==> src/rtl/proc_ctrl_if.sv <==
// Handshake/control bundle between the core controller and its datapath.
// master = controller side, slave = datapath/opcode source side.
interface proc_ctrl_if #(
  parameter int OPCODE_WIDTH = 8,
  parameter int ALU_OP_WIDTH = 3
);
  logic [OPCODE_WIDTH-1:0] opcode;
  logic                    fproc_ready;
  logic                    sync_enable;
  logic                    cstrobe_in;

  logic [ALU_OP_WIDTH-1:0] alu_opcode;
  logic                    alu_in0_sel;
  logic [1:0]              alu_in1_sel;
  logic                    c_strobe_enable;
  logic                    reg_write_en;
  logic                    instr_ptr_en;
  logic [1:0]              instr_ptr_load_en;
  logic                    qclk_load_en;
  logic                    fproc_out_ready;
  logic                    sync_out_ready;
  logic                    done;
  logic                    err_timeout;
  logic                    err_illegal;

  modport master (
    input  opcode, fproc_ready, sync_enable, cstrobe_in,
    output alu_opcode, alu_in0_sel, alu_in1_sel, c_strobe_enable,
           reg_write_en, instr_ptr_en, instr_ptr_load_en, qclk_load_en,
           fproc_out_ready, sync_out_ready, done, err_timeout, err_illegal
  );

  modport slave (
    output opcode, fproc_ready, sync_enable, cstrobe_in,
    input  alu_opcode, alu_in0_sel, alu_in1_sel, c_strobe_enable,
           reg_write_en, instr_ptr_en, instr_ptr_load_en, qclk_load_en,
           fproc_out_ready, sync_out_ready, done, err_timeout, err_illegal
  );
endinterface

==> src/rtl/proc_ctrl_v2.sv <==
// Multi-cycle instruction sequencer for the distributed processor core.
// OPCODE_WIDTH must be at least ALU_OP_WIDTH+5 so class, in0 select and ALU op do not overlap.
module proc_ctrl_v2 #(
  parameter int          OPCODE_WIDTH  = 8,
  parameter int          ALU_OP_WIDTH  = 3,
  parameter int unsigned FPROC_TIMEOUT = 1023
) (
  input  logic        clk,
  input  logic        reset,
  proc_ctrl_if.master bus
);

  typedef enum logic [2:0] {
    S_INIT            = 3'd0,
    S_ALU_PROC        = 3'd1,
    S_JUMP_COND       = 3'd2,
    S_INC_QCLK        = 3'd3,
    S_ALU_FPROC_WAIT  = 3'd4,
    S_JUMP_FPROC_WAIT = 3'd5,
    S_SYNC_WAIT       = 3'd6,
    S_HALT            = 3'd7
  } state_e;

  typedef enum logic [3:0] {
    CL_PULSE      = 4'd0,
    CL_REG_ALU    = 4'd1,
    CL_JUMP_I     = 4'd2,
    CL_JUMP_COND  = 4'd3,
    CL_INC_QCLK   = 4'd4,
    CL_ALU_FPROC  = 4'd5,
    CL_JUMP_FPROC = 4'd6,
    CL_SYNC       = 4'd7,
    CL_DONE       = 4'd8
  } class_e;

  typedef enum logic [1:0] {
    SRC_REG   = 2'd0,
    SRC_QCLK  = 2'd1,
    SRC_FPROC = 2'd2
  } src_e;

  localparam logic [1:0] IP_INCR = 2'd0;
  localparam logic [1:0] IP_LOAD = 2'd1;
  localparam logic [1:0] IP_COND = 2'd2;

  localparam int unsigned CNT_W_RAW = $clog2(FPROC_TIMEOUT + 1);
  localparam int unsigned CNT_W     = (CNT_W_RAW < 1) ? 1 : CNT_W_RAW;
  localparam logic [CNT_W-1:0] CNT_MAX  = '1;
  localparam logic [CNT_W-1:0] TMO_LAST =
    CNT_W'((FPROC_TIMEOUT == 0) ? 0 : FPROC_TIMEOUT - 1);

  state_e           state_q, state_d;
  src_e             src_q, src_d;
  logic [CNT_W-1:0] wait_cnt_q, wait_cnt_d;
  logic             err_timeout_q, err_timeout_d;
  logic             err_illegal_q, err_illegal_d;

  logic [3:0]       op_class;
  logic             timeout_hit;

  logic [1:0]       alu_in1_sel_c;
  logic             c_strobe_enable_c;
  logic             reg_write_en_c;
  logic             instr_ptr_en_c;
  logic [1:0]       instr_ptr_load_en_c;
  logic             qclk_load_en_c;
  logic             fproc_out_ready_c;
  logic             sync_out_ready_c;
  logic             done_c;

  assign op_class    = bus.opcode[OPCODE_WIDTH-1 -: 4];
  assign timeout_hit = (FPROC_TIMEOUT != 0) && (wait_cnt_q == TMO_LAST);

  always_comb begin
    // NOTE: every signal assigned here gets a default first, so no path can infer a latch.
    state_d             = state_q;
    src_d               = src_q;
    wait_cnt_d          = wait_cnt_q;
    err_timeout_d       = err_timeout_q;
    err_illegal_d       = err_illegal_q;
    alu_in1_sel_c       = SRC_REG;
    c_strobe_enable_c   = 1'b0;
    reg_write_en_c      = 1'b0;
    instr_ptr_en_c      = 1'b0;
    instr_ptr_load_en_c = IP_INCR;
    qclk_load_en_c      = 1'b0;
    fproc_out_ready_c   = 1'b0;
    sync_out_ready_c    = 1'b0;
    done_c              = 1'b0;

    unique case (state_q)
      S_INIT: begin
        case (op_class)
          CL_PULSE: begin
            c_strobe_enable_c = 1'b1;
            instr_ptr_en_c    = bus.cstrobe_in;
          end
          CL_REG_ALU: begin
            alu_in1_sel_c = SRC_REG;
            src_d         = SRC_REG;
            state_d       = S_ALU_PROC;
          end
          CL_JUMP_I: begin
            instr_ptr_en_c      = 1'b1;
            instr_ptr_load_en_c = IP_LOAD;
          end
          CL_JUMP_COND: begin
            alu_in1_sel_c = SRC_REG;
            src_d         = SRC_REG;
            state_d       = S_JUMP_COND;
          end
          CL_INC_QCLK: begin
            alu_in1_sel_c = SRC_QCLK;
            src_d         = SRC_QCLK;
            state_d       = S_INC_QCLK;
          end
          CL_ALU_FPROC: begin
            fproc_out_ready_c = 1'b1;
            src_d             = SRC_FPROC;
            wait_cnt_d        = '0;
            state_d           = S_ALU_FPROC_WAIT;
          end
          CL_JUMP_FPROC: begin
            fproc_out_ready_c = 1'b1;
            src_d             = SRC_FPROC;
            wait_cnt_d        = '0;
            state_d           = S_JUMP_FPROC_WAIT;
          end
          CL_SYNC: begin
            sync_out_ready_c = 1'b1;
            state_d          = S_SYNC_WAIT;
          end
          CL_DONE: begin
            state_d = S_HALT;
          end
          default: begin
            err_illegal_d = 1'b1;
            state_d       = S_HALT;
          end
        endcase
      end

      S_ALU_PROC: begin
        alu_in1_sel_c  = src_q;
        reg_write_en_c = 1'b1;
        instr_ptr_en_c = 1'b1;
        state_d        = S_INIT;
      end

      S_INC_QCLK: begin
        alu_in1_sel_c  = src_q;
        qclk_load_en_c = 1'b1;
        instr_ptr_en_c = 1'b1;
        state_d        = S_INIT;
      end

      S_JUMP_COND: begin
        alu_in1_sel_c       = src_q;
        instr_ptr_en_c      = 1'b1;
        instr_ptr_load_en_c = IP_COND;
        state_d             = S_INIT;
      end

      // A result arriving on the last allowed cycle takes priority over the timeout.
      S_ALU_FPROC_WAIT, S_JUMP_FPROC_WAIT: begin
        alu_in1_sel_c = src_q;
        if (bus.fproc_ready) begin
          state_d = (state_q == S_ALU_FPROC_WAIT) ? S_ALU_PROC : S_JUMP_COND;
        end else if (timeout_hit) begin
          err_timeout_d = 1'b1;
          state_d       = S_HALT;
        end else if (wait_cnt_q != CNT_MAX) begin
          wait_cnt_d = wait_cnt_q + CNT_W'(1);
        end
      end

      S_SYNC_WAIT: begin
        if (bus.sync_enable) begin
          instr_ptr_en_c = 1'b1;
          state_d        = S_INIT;
        end
      end

      S_HALT: begin
        done_c = 1'b1;
      end

      default: begin
        state_d = S_HALT;
      end
    endcase
  end

  // NOTE: reset is synchronous and active-high to match the rest of the core.
  always_ff @(posedge clk) begin
    // NOTE: sequential state uses non-blocking assignments so all flops update together.
    if (reset) begin
      state_q       <= S_INIT;
      src_q         <= SRC_REG;
      wait_cnt_q    <= '0;
      err_timeout_q <= 1'b0;
      err_illegal_q <= 1'b0;
    end else begin
      state_q       <= state_d;
      src_q         <= src_d;
      wait_cnt_q    <= wait_cnt_d;
      err_timeout_q <= err_timeout_d;
      err_illegal_q <= err_illegal_d;
    end
  end

  // Every output is forced low while reset is held, even the opcode slices.
  assign bus.alu_opcode        = reset ? '0   : bus.opcode[ALU_OP_WIDTH-1:0];
  assign bus.alu_in0_sel       = reset ? 1'b0 : bus.opcode[ALU_OP_WIDTH];
  assign bus.alu_in1_sel       = reset ? 2'd0 : alu_in1_sel_c;
  assign bus.c_strobe_enable   = reset ? 1'b0 : c_strobe_enable_c;
  assign bus.reg_write_en      = reset ? 1'b0 : reg_write_en_c;
  assign bus.instr_ptr_en      = reset ? 1'b0 : instr_ptr_en_c;
  assign bus.instr_ptr_load_en = reset ? 2'd0 : instr_ptr_load_en_c;
  assign bus.qclk_load_en      = reset ? 1'b0 : qclk_load_en_c;
  assign bus.fproc_out_ready   = reset ? 1'b0 : fproc_out_ready_c;
  assign bus.sync_out_ready    = reset ? 1'b0 : sync_out_ready_c;
  assign bus.done              = reset ? 1'b0 : done_c;
  assign bus.err_timeout       = reset ? 1'b0 : err_timeout_q;
  assign bus.err_illegal       = reset ? 1'b0 : err_illegal_q;

endmodule

==> src/flat_wrapper.sv <==
// flat-port wrapper written by rule: the top's interface ports become plain ports
module proc_ctrl_v2_flat 
#(
  parameter int          OPCODE_WIDTH  = 8,
  parameter int          ALU_OP_WIDTH  = 3,
  parameter int unsigned FPROC_TIMEOUT = 1023
)
  (clk, reset, bus_opcode, bus_fproc_ready, bus_sync_enable, bus_cstrobe_in, bus_alu_opcode, bus_alu_in0_sel, bus_alu_in1_sel, bus_c_strobe_enable, bus_reg_write_en, bus_instr_ptr_en, bus_instr_ptr_load_en, bus_qclk_load_en, bus_fproc_out_ready, bus_sync_out_ready, bus_done, bus_err_timeout, bus_err_illegal);
  proc_ctrl_if #(.OPCODE_WIDTH(OPCODE_WIDTH), .ALU_OP_WIDTH(ALU_OP_WIDTH)) bus_i ();
  input  logic clk;
  input  logic reset;
  input wire logic [$bits(bus_i.opcode)-1:0] bus_opcode;
  input wire logic [$bits(bus_i.fproc_ready)-1:0] bus_fproc_ready;
  input wire logic [$bits(bus_i.sync_enable)-1:0] bus_sync_enable;
  input wire logic [$bits(bus_i.cstrobe_in)-1:0] bus_cstrobe_in;
  output wire logic [$bits(bus_i.alu_opcode)-1:0] bus_alu_opcode;
  output wire logic [$bits(bus_i.alu_in0_sel)-1:0] bus_alu_in0_sel;
  output wire logic [$bits(bus_i.alu_in1_sel)-1:0] bus_alu_in1_sel;
  output wire logic [$bits(bus_i.c_strobe_enable)-1:0] bus_c_strobe_enable;
  output wire logic [$bits(bus_i.reg_write_en)-1:0] bus_reg_write_en;
  output wire logic [$bits(bus_i.instr_ptr_en)-1:0] bus_instr_ptr_en;
  output wire logic [$bits(bus_i.instr_ptr_load_en)-1:0] bus_instr_ptr_load_en;
  output wire logic [$bits(bus_i.qclk_load_en)-1:0] bus_qclk_load_en;
  output wire logic [$bits(bus_i.fproc_out_ready)-1:0] bus_fproc_out_ready;
  output wire logic [$bits(bus_i.sync_out_ready)-1:0] bus_sync_out_ready;
  output wire logic [$bits(bus_i.done)-1:0] bus_done;
  output wire logic [$bits(bus_i.err_timeout)-1:0] bus_err_timeout;
  output wire logic [$bits(bus_i.err_illegal)-1:0] bus_err_illegal;
  assign bus_i.opcode = bus_opcode;
  assign bus_i.fproc_ready = bus_fproc_ready;
  assign bus_i.sync_enable = bus_sync_enable;
  assign bus_i.cstrobe_in = bus_cstrobe_in;
  assign bus_alu_opcode = bus_i.alu_opcode;
  assign bus_alu_in0_sel = bus_i.alu_in0_sel;
  assign bus_alu_in1_sel = bus_i.alu_in1_sel;
  assign bus_c_strobe_enable = bus_i.c_strobe_enable;
  assign bus_reg_write_en = bus_i.reg_write_en;
  assign bus_instr_ptr_en = bus_i.instr_ptr_en;
  assign bus_instr_ptr_load_en = bus_i.instr_ptr_load_en;
  assign bus_qclk_load_en = bus_i.qclk_load_en;
  assign bus_fproc_out_ready = bus_i.fproc_out_ready;
  assign bus_sync_out_ready = bus_i.sync_out_ready;
  assign bus_done = bus_i.done;
  assign bus_err_timeout = bus_i.err_timeout;
  assign bus_err_illegal = bus_i.err_illegal;
  proc_ctrl_v2 #(.OPCODE_WIDTH(OPCODE_WIDTH), .ALU_OP_WIDTH(ALU_OP_WIDTH), .FPROC_TIMEOUT(FPROC_TIMEOUT)) u_core (.clk(clk), .reset(reset), .bus(bus_i));
endmodule
==> config.mk <==
export PLATFORM = sky130hd
export DESIGN_NAME = proc_ctrl_v2_flat
export DESIGN_NICKNAME = d
export VERILOG_FILES = /design/src/rtl/proc_ctrl_if.sv /design/src/rtl/proc_ctrl_v2.sv /design/src/flat_wrapper.sv
export SDC_FILE = /design/constraint.sdc
export NUM_CORES = 1
export LEC_CHECK = 0
export ABC_AREA = 1
export CORE_MARGIN = 2
export CORE_UTILIZATION = 50
export DETAILED_ROUTE_END_ITERATION = 16
export PLACE_DENSITY = 0.87
export SLEW_MARGIN = 20
export SYNTH_ARGS = -nofsm -noshare
export SYNTH_HDL_FRONTEND = slang
export SYNTH_SLANG_ARGS = --single-unit
==> constraint.sdc <==
create_clock -name clk -period 1.77 [get_ports clk]
set_input_delay 0.177 -clock clk [delete_from_list [all_inputs] [get_ports clk]]
set_output_delay 0.177 -clock clk [all_outputs]
set_load 0.03 [all_outputs]
Yosys cells after proc, flatten, opt, wreduce, memory -nomap -nowiden
Index checks and enable logic that the tools add are counted.

storage, ports and cells
  memory bits (writable) = 0
  bits in latches = 0
  register bits = 17
  memories = 0
  memory bits (read-only) = 0

operators by class
  multipliers = 0
  reductions and logical operators = 17
  mux-type cells = 41
  div/mod/pow operators = 0
  $lt $le $gt $ge = 0
  eq/ne operators = 24
  shift operators = 0
  bitwise gates (word level) = 2
  add/sub/neg operators = 1

operators with widths
  kind                                            number
  two-way mux 10 bit                              4
  two-way mux 1 bit                               22
  one-hot mux 3 bit (7 select lines)              1
  one-hot mux 10 bit (2 select lines)             1
  == test 4 x 3 -> 1 bit (second input constant)  4
  == test 3 bit (second input constant)           4
  two-way mux 3 bit                               4
  one-hot mux 3 bit (4 select lines)              1
  adder 10 x 1 -> 10 bit (second input constant)  1
  == test 10 bit (second input constant)          1
  != test 10 bit (second input constant)          1
  != test 2 bit (second input constant)           5
  OR reduction 9 bit                              1
  == test 4 x 2 -> 1 bit (second input constant)  2
  one-hot mux 2 bit (2 select lines)              2
  OR reduction 2 bit                              4
  == test 3 x 2 -> 1 bit (second input constant)  2
  two-way mux 2 bit                               3
  one-hot mux 2 bit (3 select lines)              1
  AND reduction 5 bit                             1
  OR reduction 5 bit                              1
  == test 4 x 1 -> 1 bit (second input constant)  1
  == test 4 bit (second input constant)           1
  logical NOT 4 bit                               1
  14 further kinds                                16

Longest topological paths before layout
Gate-level depths: netlist (run 1).

  word-level depth = 5
  depth in mapped cells = 12
  gate-level depth less buffers = 11

Worst setup path before layout (run 1)
No wires, ideal clock.

  path kind = reg-to-output
  start point = register u_core.state_q[0]
  end point = output port bus_instr_ptr_load_en[0]
  cell stages (with the launch flop) = 6
  data required time = 1593 ps
  path buffers = 0
  slack = -76 ps
  arrival = 1669 ps
  cell sequence = dfxtp_1 -> nor2_2 -> inv_2 -> nor2_1 -> inv_1 -> nor4_1

between the ends
  longest elaborated chain between the ends = 3
  elaborated cells between the ends (all ways) = 4
  those cells by class = 1 x eq/ne; 2 x mux; 1 x reduce/logical

ends and longest elaborated chain
  item                                                         line                 text
  start, declared                                              proc_ctrl_v2.sv:52   state_e state_q, state_d;
  start signal, assigned                                       proc_ctrl_v2.sv:204  state_q <= state_d;
  == test 3 x 2 -> 1 bit or logical NOT 3 bit (tied branches)  proc_ctrl_v2.sv:91   unique case (state_q)
  one-hot mux 2 bit (2 select lines) (*)                       proc_ctrl_v2.sv:91
  two-way mux 2 bit (*)                                        proc_ctrl_v2.sv:219  assign bus.instr_ptr_load_en = reset ? 2'd0 : instr_ptr_load_en_c;
  end, declared                                                flat_wrapper.sv:22   output wire logic [$bits(bus_i.instr_ptr_load_en)-1:0] bus_instr_ptr_load_en;

Every way passes the cells marked *; elsewhere a longest branch is shown, timed or not.

Worst setup path in the final report (run 1)
  start point = register u_core.state_q[1]
  end point = output port bus_instr_ptr_en

between the ends
  longest elaborated chain between the ends = 4
  elaborated cells between the ends (all ways) = 8
  those cells by class = 4 x eq/ne; 2 x mux; 2 x reduce/logical

ends and longest elaborated chain
  item                                                              line                 text
  == test 3 x 1 -> 1 bit or == test 3 x 2 -> 1 bit (tied branches)  proc_ctrl_v2.sv:91
  OR reduction 3 bit (no source line)                               -
  one-hot mux 1 bit (3 select lines) (*)                            proc_ctrl_v2.sv:91
  two-way mux 1 bit (*)                                             proc_ctrl_v2.sv:218  assign bus.instr_ptr_en = reset ? 1'b0 : instr_ptr_en_c;
  end, declared                                                     flat_wrapper.sv:21   output wire logic [$bits(bus_i.instr_ptr_en)-1:0] bus_instr_ptr_en;

Marked as above.

==> results.tsv, run 1 <==
stage	metric	value	unit
synthesis	ys_types	23	
power	power_frac_comb	0.611	
timing	rsz0062_at_grt	false	
power	powerDensity	1140	nW/um^2
clock_network	clk_latency	0.30	ns
power	pwr-share-seq	0.277	
cells_and_area	layout-drive-gt1-share	0.187	
synthesis	synth_most_common_cell	nand2_1	
critical_path	crit_required	1.59	ns
timing	clock.fmax	601	MHz
floorplan	start_util	0.526	
global_routing	antenna_found_initial	0	
floorplan	rows	18	
routing	dr.first_iter.drc_count	41	
cells_and_area	postLayoutCellArea	1680	um^2
synthesis	synthArstFlopShare	0	
clock_network	cts_buffers	3	
outcome	status	completed	
floorplan	die_w	55.0	um
placement	dp.cells	292	
routing	ant_nets	0	
global_routing	overflow	0	
clock_network	hold_buffers	0	
floorplan	die_y	55.0	um
critical_path	r2r-start	u_core.wait_cnt_q[1]	
placement	dp_hpwl	2510	um
power	p_total	1.92	mW
job	maxCapViolCount	0	
placement	dpl_cell_area	1620	um^2
placement	gp_congestion	0.898	
clock_network	clock_path_buffers	2	
floorplan	dieArea	3030	um^2
synthesis	synth_top_area_cell	dfxtp_1	
power	power.net_switching	0.931	mW
worst_hold_path	min_delay_path_depth	2	
global_routing	grt_pass1_vias	1278	
timing	fin_crit_sh	0.940	
power	p_sw_frac	0.484	
timing	relSlewSlack	0.811	
synthesis	avgSynthCellArea	5.66	um^2
cells_and_area	area_growth	29.3	%
power	power_leakage	0.853	nW
synthesis	yosys.area.top_type_share	0.261	
synthesis	ys_top_cells_by_count	nand2_1, inv_1, nor2_1	
critical_path	reg2reg_to	u_core.wait_cnt_q[9]	
routing	vias_per_cell	5.02	
timing	tightest_slew	0.281	ns
routing	drt-wirelength-per-cell	10.8	um
worst_hold_path	hp-class	reg -> reg	
timing	hold_viol_final	0	
clock_network	path_clk_slew	0.10	ns
synthesis	synth_edf_count	0	
global_routing	grt_max_degree	16	
clock_network	cts_sinks	17	
routing	vias	1491	
power	pwr-share-clk	0.112	
cells_and_area	fin_nets	283	
critical_path	worst-path-max-fanout	4	
timing	drv_slew	0	
synthesis	yosys-top-cells-area	dfxtp_1, nand2_1, inv_1	
clock_network	cts-root-buf	clkbuf_4	
critical_path	crit_type	reg -> out	
power	p_int	0.991	mW
synthesis	yosysSeqAreaShare	0.261	
timing	post-route-min-period	1.66	ns
clock_network	cts_tree	yes	
worst_hold_path	min_from	u_core.src_q[0]	
clock_network	htree_levels	1	
synthesis	synthCells	230	
critical_path	r2r_cells	9	
critical_path	endpoint_kind	output pin	
cells_and_area	final_cells	297	
cells_and_area	diodes	0	
critical_path	worst_setup_path_start_kind	flop	
cells_and_area	fill_cells	231	
timing	skew	0.00883	ns
synthesis	synth_seq_cells	17	
synthesis	syn_nets	245	
synthesis	synth_area	1300	um^2
floorplan	pin_count	30	
power	vdd_drop_max	0.708	mV
critical_path	reg2reg_slack	0.18	ns
worst_hold_path	whs_endpoint	u_core.src_q[0]	
timing	setup_violations	0	
routing	wl	3210	um
placement	io_buffers	29	
critical_path	arrival	1.49	ns
floorplan	coreArea	2480	um^2
routing	drt_pass1_iterations	4	
global_routing	track_usage	0.240	
routing	drc_errors	0	
synthesis	synthFlopType	dfxtp_1	
global_routing	grt_pass1_wl	5310	um
synthesis	yosysWarnings	0	
repair_timing:
action                                  4_1_cts  5_1_grt
setup buffers                                 0        1
pin swaps                                     1        1
endpoints found under the setup margin        2       12
resized for setup                             2        8
endpoints found under the hold margin         0        0
cell families after synthesis:
| kind of cell | after synthesis | synth area share |
|---|---|---|
| compound gates | 18 | 0.0759 |
| xor+xnor | 1 | 0.00673 |
| fa+ha+maj | 2 | 0.0192 |
| buf+inv | 50 | 0.159 |
| flops | 17 | 0.261 |
| simple gates | 142 | 0.477 |
stage by stage:
stage	utilization	TNS, ns	worst slack (ns)	hold slack, ns
2_1_floorplan	-	0	0.140	0.330
3_3_place_gp	0.655	0	0.129	0.477
3_5_place_dp	0.655	0	0.0990	0.481
4_1_cts	0.668	-0.00962	-0.00962	0.505
5_1_grt	0.680	0	0.0119	0.529
6_report	0.680	0	0.106	0.503
flip-flops by register name (all words and copies together), names as in the netlist:
signal,count
u_core.wait_cnt_q,10
u_core.state_q,3
u_core.err_illegal_q,1
u_core.src_q,2
u_core.err_timeout_q,1
cell usage in the layout (no fill, tap or decap):
master            n
a21oi_1          10
a31o_2            2
buf_4            28
clkbuf_1          1
clkbuf_4          3
clkdlybuf4s50_1  12
dfxtp_1          13
dfxtp_2           4
ha_1              2
inv_1            41
inv_2             2
nand2_1          59
nand2_2           3
nand3_1          15
nand3_2           3
nand3b_1          1
nand4_1          11
nor2_1           39
nor2_2            1
nor2_4            3
nor3_1            6
nor4_2            1
o21ai_0           5
o22ai_1           1
xor2_1            1
cell type report:
class                   instances  area (um^2)  area share
multi-input cells             163          783       0.465
flip-flops and latches         17          345       0.205
repair buffers                 40          330       0.196
inverters                      43          161      0.0958
well taps                      30         37.5      0.0223
clock buffers                   4         26.3      0.0156
worst max-delay path: stages, from the launching register on:
cell and delay (ns):
dfxtp_2 0.36, nor2_4 0.13, inv_2 0.07, nor2_4 0.13
nand3_2 0.09, nor2_1 0.10, a21oi_1 0.05, nor2_1 0.09
buf_4 0.16
power by group through the flow:
| stage | combinational (mW) | sequential (mW) | clock (mW) |
|---|---|---|---|
| after detailed placement | 1.10 | 0.524 | 0 |
| after global routing | 1.33 | 0.542 | 0.239 |
| after floorplan | 0.853 | 0.508 | 0 |
| after CTS | 1.12 | 0.521 | 0.224 |
| after global placement | 1.08 | 0.524 | 0 |
| final | 1.17 | 0.533 | 0.215 |
worst max path at each step:
stage                 startpoint                        to  slack, ns
2_1_floorplan  u_core.state_q[0]        bus_alu_in1_sel[0]       0.14
3_3_place_gp               reset        bus_alu_in1_sel[0]       0.13
3_5_place_dp       bus_opcode[6]      u_core.wait_cnt_q[9]        0.1
4_1_cts        u_core.state_q[2]  bus_instr_ptr_load_en[0]      -0.01
5_1_grt        u_core.state_q[2]  bus_instr_ptr_load_en[0]       0.01
6_report       u_core.state_q[1]          bus_instr_ptr_en       0.11
metal layers:
| layer | vias up | global-route usage | wire length, um |
|---|---|---|---|
| met5 | - | 0 | 0 |
| met1 | 657 | 0.334 | 1590 |
| li1 | 794 | - | - |
| met3 | 2 | 0.0565 | 172 |
| met2 | 38 | 0.385 | 1430 |
| met4 | 0 | 0.0285 | 20 |
(Power assumes the default switching activity.)
==> run 2: changes to the inputs <==
--- a/config.mk
+++ b/config.mk
@@ -8,6 +8,7 @@
 export ABC_AREA = 1
 export CORE_MARGIN = 2
 export CORE_UTILIZATION = 50
+export CTS_CLUSTER_DIAMETER = 60
 export DETAILED_ROUTE_END_ITERATION = 16
 export PLACE_DENSITY = 0.87
 export SLEW_MARGIN = 20
==> results of run 2 <==
The final DEF is identical to that of run 1; final timing and power are the same.
